`src/rtl/i2s_clock_sequencer.sv`:
```
// Serial-audio timing controller: bclk, lrclk and frame/edge strobes from one clock.
// Divisor and slot length live in shadow registers and only change on frame boundaries.
module i2s_clock_sequencer #(
   parameter int DIV_W    = 8,
   parameter int SLOT_W   = 6,
   parameter int DEF_DIV  = 4,
   parameter int DEF_SLOT = 32
) (
   input  logic              clkIn,
   input  logic              reset,
   input  logic              start,
   input  logic              stop,
   input  logic              cfg_valid,
   input  logic [DIV_W-1:0]  cfg_div,
   input  logic [SLOT_W-1:0] cfg_slot,
   output logic              cfg_ready,
   output logic              cfg_err,
   output logic              bclk_out,
   output logic              bclk_rise,
   output logic              bclk_fall,
   output logic              lrclk_out,
   output logic              frame_start,
   output logic              busy
);

   localparam int CNT_W = SLOT_W + 1;

   typedef enum logic [1:0] {
      ST_IDLE  = 2'd0,
      ST_RUN   = 2'd1,
      ST_DRAIN = 2'd2
   } state_t;

   state_t            state_reg, state_next;
   logic [DIV_W-1:0]  div_cnt_reg, div_cnt_next;
   logic [CNT_W-1:0]  bit_cnt_reg, bit_cnt_next;
   logic [DIV_W-1:0]  act_div_reg, act_div_next;
   logic [SLOT_W-1:0] act_slot_reg, act_slot_next;
   logic [DIV_W-1:0]  pend_div_reg, pend_div_next;
   logic [SLOT_W-1:0] pend_slot_reg, pend_slot_next;
   logic              pend_vld_reg, pend_vld_next;
   logic              cfg_ready_reg, cfg_ready_next;
   logic              cfg_err_reg, cfg_err_next;
   logic              bclk_reg, bclk_next;
   logic              rise_reg, rise_next;
   logic              fall_reg, fall_next;
   logic              lrclk_reg, lrclk_next;
   logic              fs_reg, fs_next;
   logic              busy_reg, busy_next;

   logic              boundary;
   logic [DIV_W-1:0]  div_last;
   logic [CNT_W-1:0]  bit_last;
   logic [CNT_W-1:0]  half_last;
   logic              cfg_offer;
   logic              cfg_bad;
   logic              cfg_accept;
   logic              cfg_apply;

   // Terminal counts derived from the active (never mid-frame updated) configuration.
   assign div_last  = act_div_reg - 1'b1;
   assign bit_last  = {act_slot_reg, 1'b0} - 1'b1;
   assign half_last = {1'b0, act_slot_reg} - 1'b1;

   // Timing generator and run/drain control.
   always_comb begin
      state_next   = state_reg;
      div_cnt_next = div_cnt_reg;
      bit_cnt_next = bit_cnt_reg;
      bclk_next    = bclk_reg;
      lrclk_next   = lrclk_reg;
      rise_next    = 1'b0;
      fall_next    = 1'b0;
      fs_next      = 1'b0;
      boundary     = 1'b0;

      case (state_reg)
         ST_IDLE: begin
            div_cnt_next = '0;
            bit_cnt_next = '0;
            bclk_next    = 1'b0;
            lrclk_next   = 1'b0;
            if (start && !stop) begin
               state_next = ST_RUN;
               fs_next    = 1'b1;
            end
         end
         ST_RUN, ST_DRAIN: begin
            if (state_reg == ST_RUN && stop) begin
               state_next = ST_DRAIN;
            end
            if (state_reg == ST_DRAIN && start) begin
               state_next = ST_RUN;
            end
            if (div_cnt_reg == div_last) begin
               div_cnt_next = '0;
               bclk_next    = ~bclk_reg;
               if (!bclk_reg) begin
                  rise_next = 1'b1;
               end else begin
                  fall_next = 1'b1;
                  if (bit_cnt_reg == bit_last) begin
                     // End of frame: either begin the next one or halt if draining.
                     bit_cnt_next = '0;
                     lrclk_next   = 1'b0;
                     boundary     = 1'b1;
                     if (state_next == ST_DRAIN) begin
                        state_next = ST_IDLE;
                     end else begin
                        fs_next = 1'b1;
                     end
                  end else begin
                     bit_cnt_next = bit_cnt_reg + 1'b1;
                     if (bit_cnt_reg == half_last) begin
                        lrclk_next = 1'b1;
                     end
                  end
               end
            end else begin
               div_cnt_next = div_cnt_reg + 1'b1;
            end
         end
         default: begin
            state_next   = ST_IDLE;
            div_cnt_next = '0;
            bit_cnt_next = '0;
            bclk_next    = 1'b0;
            lrclk_next   = 1'b0;
         end
      endcase

      busy_next = (state_next != ST_IDLE);
   end

   // Configuration handshake; ready implies the pending slot is empty, so accept and apply never collide.
   assign cfg_offer  = cfg_valid && cfg_ready_reg;
   assign cfg_bad    = (cfg_div == '0) || (cfg_slot == '0);
   assign cfg_accept = cfg_offer && !cfg_bad;
   assign cfg_apply  = pend_vld_reg && ((state_reg == ST_IDLE) || boundary);

   always_comb begin
      pend_vld_next  = pend_vld_reg;
      pend_div_next  = pend_div_reg;
      pend_slot_next = pend_slot_reg;
      act_div_next   = act_div_reg;
      act_slot_next  = act_slot_reg;
      cfg_err_next   = cfg_offer && cfg_bad;

      if (cfg_accept) begin
         pend_vld_next  = 1'b1;
         pend_div_next  = cfg_div;
         pend_slot_next = cfg_slot;
      end else if (cfg_apply) begin
         pend_vld_next = 1'b0;
         act_div_next  = pend_div_reg;
         act_slot_next = pend_slot_reg;
      end

      // Ready stays low through the apply cycle and returns the cycle after.
      cfg_ready_next = !(pend_vld_next || cfg_apply);
   end

   always_ff @(posedge clkIn or posedge reset) begin
      if (reset) begin
         state_reg     <= ST_IDLE;
         div_cnt_reg   <= '0;
         bit_cnt_reg   <= '0;
         act_div_reg   <= DIV_W'(DEF_DIV);
         act_slot_reg  <= SLOT_W'(DEF_SLOT);
         pend_div_reg  <= '0;
         pend_slot_reg <= '0;
         pend_vld_reg  <= 1'b0;
         cfg_ready_reg <= 1'b1;
         cfg_err_reg   <= 1'b0;
         bclk_reg      <= 1'b0;
         rise_reg      <= 1'b0;
         fall_reg      <= 1'b0;
         lrclk_reg     <= 1'b0;
         fs_reg        <= 1'b0;
         busy_reg      <= 1'b0;
      end else begin
         state_reg     <= state_next;
         div_cnt_reg   <= div_cnt_next;
         bit_cnt_reg   <= bit_cnt_next;
         act_div_reg   <= act_div_next;
         act_slot_reg  <= act_slot_next;
         pend_div_reg  <= pend_div_next;
         pend_slot_reg <= pend_slot_next;
         pend_vld_reg  <= pend_vld_next;
         cfg_ready_reg <= cfg_ready_next;
         cfg_err_reg   <= cfg_err_next;
         bclk_reg      <= bclk_next;
         rise_reg      <= rise_next;
         fall_reg      <= fall_next;
         lrclk_reg     <= lrclk_next;
         fs_reg        <= fs_next;
         busy_reg      <= busy_next;
      end
   end

   assign cfg_ready   = cfg_ready_reg;
   assign cfg_err     = cfg_err_reg;
   assign bclk_out    = bclk_reg;
   assign bclk_rise   = rise_reg;
   assign bclk_fall   = fall_reg;
   assign lrclk_out   = lrclk_reg;
   assign frame_start = fs_reg;
   assign busy        = busy_reg;

endmodule

```
`config.mk`:
```
export PLATFORM = sky130hd
export DESIGN_NAME = i2s_clock_sequencer
export DESIGN_NICKNAME = d
export VERILOG_FILES = /design/src/rtl/i2s_clock_sequencer.sv
export SDC_FILE = /design/constraint.sdc
export NUM_CORES = 1
export LEC_CHECK = 0
export CAP_MARGIN = 25
export CELL_PAD_IN_SITES_DETAIL_PLACEMENT = 0
export CELL_PAD_IN_SITES_GLOBAL_PLACEMENT = 1
export CORE_ASPECT_RATIO = 2
export CORE_MARGIN = 2
export CORE_UTILIZATION = 41
export CTS_CLUSTER_DIAMETER = 50
export CTS_CLUSTER_SIZE = 10
export DETAILED_ROUTE_END_ITERATION = 16
export PLACE_DENSITY_LB_ADDON = 0.08
export RECOVER_POWER = 50
export SLEW_MARGIN = 15
export SYNTH_ARGS = -nofsm -noshare
export SYNTH_HDL_FRONTEND = slang
export SYNTH_SLANG_ARGS = --single-unit
```
`constraint.sdc`:
```
create_clock -name clkIn -period 2.7 [get_ports clkIn]
set_input_delay 0.81 -clock clkIn [delete_from_list [all_inputs] [get_ports clkIn]]
set_output_delay 0.81 -clock clkIn [all_outputs]
set_load 0.02 [all_outputs]
```
### Word level (Yosys, flattened, before mapping)

Index checks and enable logic that the tools add are counted.

* output and inout bits: 8
* word-level logic and storage cells: 93
* register bits: 54
* input port bits: 19

* multiplexer cells: 40
* $add $sub $neg: 5
* reductions and logical operators: 21
* bitwise gates (word level): 2
* equality and inequality tests: 9

Operators with widths (count)
* 2-to-1 mux 7 bit: 4
* 2-to-1 mux 1 bit: 24
* 2-to-1 mux 2 bit: 8
* 2-to-1 mux 8 bit: 2
* equality test 7 bit: 2
* adder 8 x 1 -> 8 bit (second input constant): 1
* equality test 8 bit: 1
* zero test 8 bit: 1
* subtractor 8 x 1 -> 8 bit (second input constant): 1
* adder 7 x 1 -> 7 bit (second input constant): 1
* logical AND 1 bit: 7
* subtractor 6 x 1 -> 7 bit (second input constant): 1
* subtractor 7 x 1 -> 7 bit (second input constant): 1
* zero test 6 bit: 1
* equality test 2 bit (second input constant): 2
* != test 2 bit (second input constant): 2
* case mux 2 bit (2 select lines): 1
* AND reduction 2 bit: 2
* zero test 1 bit: 3
* logical OR 1 bit: 3
* != test 3 bit (second input constant): 1
* AND reduction 3 bit: 1
* equality test 2 x 1 -> 1 bit (second input constant): 1
* zero test 2 bit: 1
* 4 further kinds: 5

### Depth between registers and ports, before layout

* depth after elaboration: 12
* depth in mapped cells: 10

### Worst setup path after synthesis

Ideal clock, no wire load.

* path kind: input-to-reg
* start point: input port cfg_slot[2]
* end point: register act_div_reg[0]
* path slack: -0.199 ns
* stages: 9
* arrival: 2.774 ns
* path buffers: 2
* cells stage by stage: or4_4 > nor3_2 > a21oi_1 > nor2b_4 > buf_6 > or3_1 > o22a_4 > buf_6 > mux2_4

* word-level cells in the longest chain between the ends: 6

RTL lines
* start, declared: line 15 `input logic [SLOT_W-1:0] cfg_slot,`
* zero test 6 bit: line 137 `assign cfg_bad = (cfg_div == '0) || (cfg_slot == '0);`
* logical OR 1 bit: line 137
* zero test 1 bit: line 138 `assign cfg_accept = cfg_offer && !cfg_bad;`
* logical AND 1 bit: line 138
* inverter 1 bit (no source line)
* AND reduction 2 bit (no source line)
* end signal, assigned: line 168 `act_div_reg <= DIV_W'(DEF_DIV);`
* end signal, assigned: line 185 `act_div_reg <= act_div_next;`
* end, declared: line 37 `logic [DIV_W-1:0] act_div_reg, act_div_next;`

Every way passes these cells.
A chain may end at the register's enable or synchronous reset.

### Worst setup path after layout

* start point: input port cfg_div[6]
* end point: register act_div_reg[7]

* word-level cells in the longest chain between the ends: 6

RTL lines
* start, declared: line 14 `input logic [DIV_W-1:0] cfg_div,`
* zero test 8 bit: line 137
* logical OR 1 bit: line 137
* zero test 1 bit: line 138
* logical AND 1 bit: line 138
* inverter 1 bit (no source line)
* AND reduction 2 bit (no source line)

Every way passes these cells.

==> run metrics <==
run status=finished, final reports clean; Max Clock Skew=0.00489 ns; combinational family with the most area after synthesis=simple AND/OR/NAND/NOR gates; Final period util=0.973; Final Total Pwr=0.00382 W; insertion delay of the later-clocked pin in the worst-skew pair=0.29 ns; mean number of vias per cell=5.24; final instance area=3740 sq um; share of synthesized area spent on multiplexers=0.124; ys flop type=dfrtp_1; wire length of the first global-routing pass=10,900 um; share of the synthesized netlist area taken by xor and xnor gates=0.100; cell count after synthesis=266; pwr dens=1020 nW/um^2; fraction of synthesis flops using an asynchronous set or reset pin=1.00; startpoint type of the worst setup path=primary input; RePlAce Congestion=0.793; synthesized netlist net count=293; post-synthesis share of cell area spent on and, or, nand and nor gates=0.164; number of I/O pins=27; setup TNS=0 ns; compound-cell area share of the yosys netlist=0.0828; Area Overhead vs Synth=27.5%; Worst Hold End=act_slot_reg[2]; post-synthesis average cell area=11.0 sq um; path type of the worst min-delay path=register to register; Setup Crit Path Kind=primary input to register; Synth Area in Adders=0.0342; TritonCTS clock tree=built; number of diodes added for antenna fixing=0; count of buffers from port buffering=26; die extent in x=63.8 um; Achievable Freq=381 MHz; detailed-route DRC error count=0; average routed wire per standard cell=15.8 um; reg2reg start=act_div_reg[1]; worst hold margin=0.501 ns; fin. max-slew vios=0; number of cells on the worst hold path=1; post-synthesis cell area=2930 sq um; worst reg2reg path depth=10; count of nets left with antenna violations after detail routing=0; minimum clock period=2.63 ns; Bufs on Longest Clock Path=2; highest fanout seen on the critical path=7; total wirelength of the detailed-routed design=6550 um; final setup violation count=0; H-tree levels=2; pin count of the biggest net entering global routing=22; worst path required time=2.88 ns; Cell Area, Placed=3440 sq um; starting DRC count in detailed routing=114; fraction of layout instances using a drive strength above 1=0.250; RSZ-0062 raised after global routing=false; Leakage Power=1.66 nW; Overall Global Routing Usage=0.183; via count of the routed design=2,169; final hold viol count=0; # placed instances=398; Cell Rows=43; vias in the first global route=2,281; arrival time at the worst endpoint=2.81 ns; flip-flop and latch count after synthesis=54; transition time at the pin with the least slew margin=0.802 ns; 1st-pass router iterations=4; kind of end point of the critical path=register; number of sinks handled by clock tree synthesis=54; CTS buffer count=5; HPWL Detailed=5040 um; launch point of the worst hold path=pend_slot_reg[2]; largest vdd supply drop=0.655 mV; post-CTS clock slew at the launch and capture registers of the worst setup and hold paths=0.07 ns; Root Buffer Master=clkbuf_16; fill cell instance count of the final layout=654; full die area=7880 sq um; Cell Count, Final, Fillers Out=414; placeable core region=6940 sq um; number of enable flip-flop cells after synthesis=0; worst slew slack as a fraction of its limit=0.465; Reg-to-Reg End=frame_start; number of nets in the layout=350; overall die height=124 um; YS warnings=0; share of the yosys chip area belonging to registers=0.462; initial antenna violation count=0; total of hold buffers inserted after clock tree synthesis=0; Initial Utilization=0.422; count of cell types in the netlist=48; total of max-cap violations=0; register-to-register setup slack=0.14 ns; total congestion overflow=0
==> where the power goes <==
| part | switching [W] | total (W) | internal (W) |
|---|---|---|---|
| Sequential | 0.000273 | 0.00137 | 0.00110 |
| Clock | 0.000292 | 0.000825 | 0.000533 |
| Combinational | 0.000758 | 0.00162 | 0.000857 |
| Total | 0.00132 | 0.00382 | 0.00249 |
==> metrics by stage <==
stage          worst slack [ns]   util
4_1_cts                  0.0171  0.538
2_1_floorplan            -0.199      -
5_1_grt                 0.00379  0.538
3_3_place_gp             -0.491  0.496
3_5_place_dp             -0.544  0.496
6_report                 0.0722  0.538
==> cell type report <==
type | instances | area [sq um] | area share
Multi-Input combinational cell | 192 | 1540 | 0.412
Timing Repair Buffer | 58 | 492 | 0.132
Tap cell | 90 | 113 | 0.0301
Inverter | 12 | 45.0 | 0.0121
Sequential cell | 54 | 1360 | 0.363
Clock buffer | 5 | 125 | 0.0335
Clock inverter | 3 | 68.8 | 0.0184
==> synthesized netlist by cell type, types with 2 or more instances <==
master,instances,area share
nand3_1,16,0.027
dfstp_2,3,0.027
inv_1,12,0.015
dfrtp_1,51,0.44
or2_2,2,0.0043
nor4_1,4,0.0085
a31oi_1,4,0.0085
o211ai_1,2,0.0051
nor2b_1,4,0.0085
mux2_4,10,0.051
buf_6,2,0.0077
nand4_1,2,0.0043
nand2_1,13,0.017
xnor2_1,18,0.054
and3_1,7,0.015
mux2_2,18,0.069
and2_1,3,0.0064
o41ai_1,2,0.0060
a221oi_1,2,0.0060
o21ai_0,6,0.010
a21oi_1,9,0.015
xor2_1,13,0.039
nor2_1,19,0.024
ha_1,8,0.034
nor3_1,5,0.0085
clkbuf_1,6,0.0077
nor3b_1,2,0.0051
or3_1,2,0.0043
a2111o_1,2,0.0077
==> critical path, stage by stage <==
cell and delay, ns:
clkdlybuf4s50_1 0.46, nor4_4 0.27, buf_4 0.16, a21oi_2 0.05, nor2b_4 0.13, or3_4 0.35
o22a_4 0.27, mux2_4 0.31
==> how the worst max path moves through the flow <==
stage	cells after the start	to	slack (ns)	startpoint
after floorplan	9	act_div_reg[0]	-0.20	cfg_slot[2]
after global routing	10	frame_start	0.004	act_div_reg[1]
after detailed placement	8	act_slot_reg[4]	-0.54	cfg_slot[2]
after global placement	8	act_div_reg[0]	-0.49	cfg_slot[2]
final	8	act_div_reg[7]	0.07	cfg_div[6]
after CTS	8	act_div_reg[0]	0.02	cfg_div[4]
==> layout by cell type (no fill, tap or decap), types with 3 or more instances in the layout <==
cell type        count
a21oi_1              8
a31oi_1              4
and2_1               3
and3_1               7
buf_4               29
clkbuf_1             3
clkbuf_16            5
clkdlybuf4s50_1     16
dfrtp_1             51
dfstp_2              3
dlygate4sd3_1        4
ha_1                 8
inv_1               12
mux2_2              18
mux2_4              10
nand2_1             13
nand3_1             16
nor2_1              19
nor2b_1              4
nor3_1               5
nor4_1               3
o21ai_0              6
xnor2_1             18
xor2_1              13
==> metal layers <==
metal,routed length [um],track usage,vias up
met5,0,0,-
met4,127,0.0720,0
met3,109,0.0227,6
met2,3980,0.368,23
met1,2330,0.182,1082
li1,-,-,1058
==> repair_timing <==
action / 4_1_cts / 5_1_grt
pin swaps: 3 / 2
endpoints found under the hold margin: 0 / 0
setup buffers: 7 / 0
gates cloned: 1 / 0
setup endpoints to repair: 14 / 12
resized for setup: 12 / 4
==> logic make-up after synthesis <==
group	Yosys count
buffers and inverters	21
multiplexers	29
AND/OR/NAND/NOR	88
XOR/XNOR	32
adder cells (fa/ha/maj)	8
AO/OA/AOI/OAI	34
flip-flops	54
Note: power is estimated with default switching activity, not from simulation.
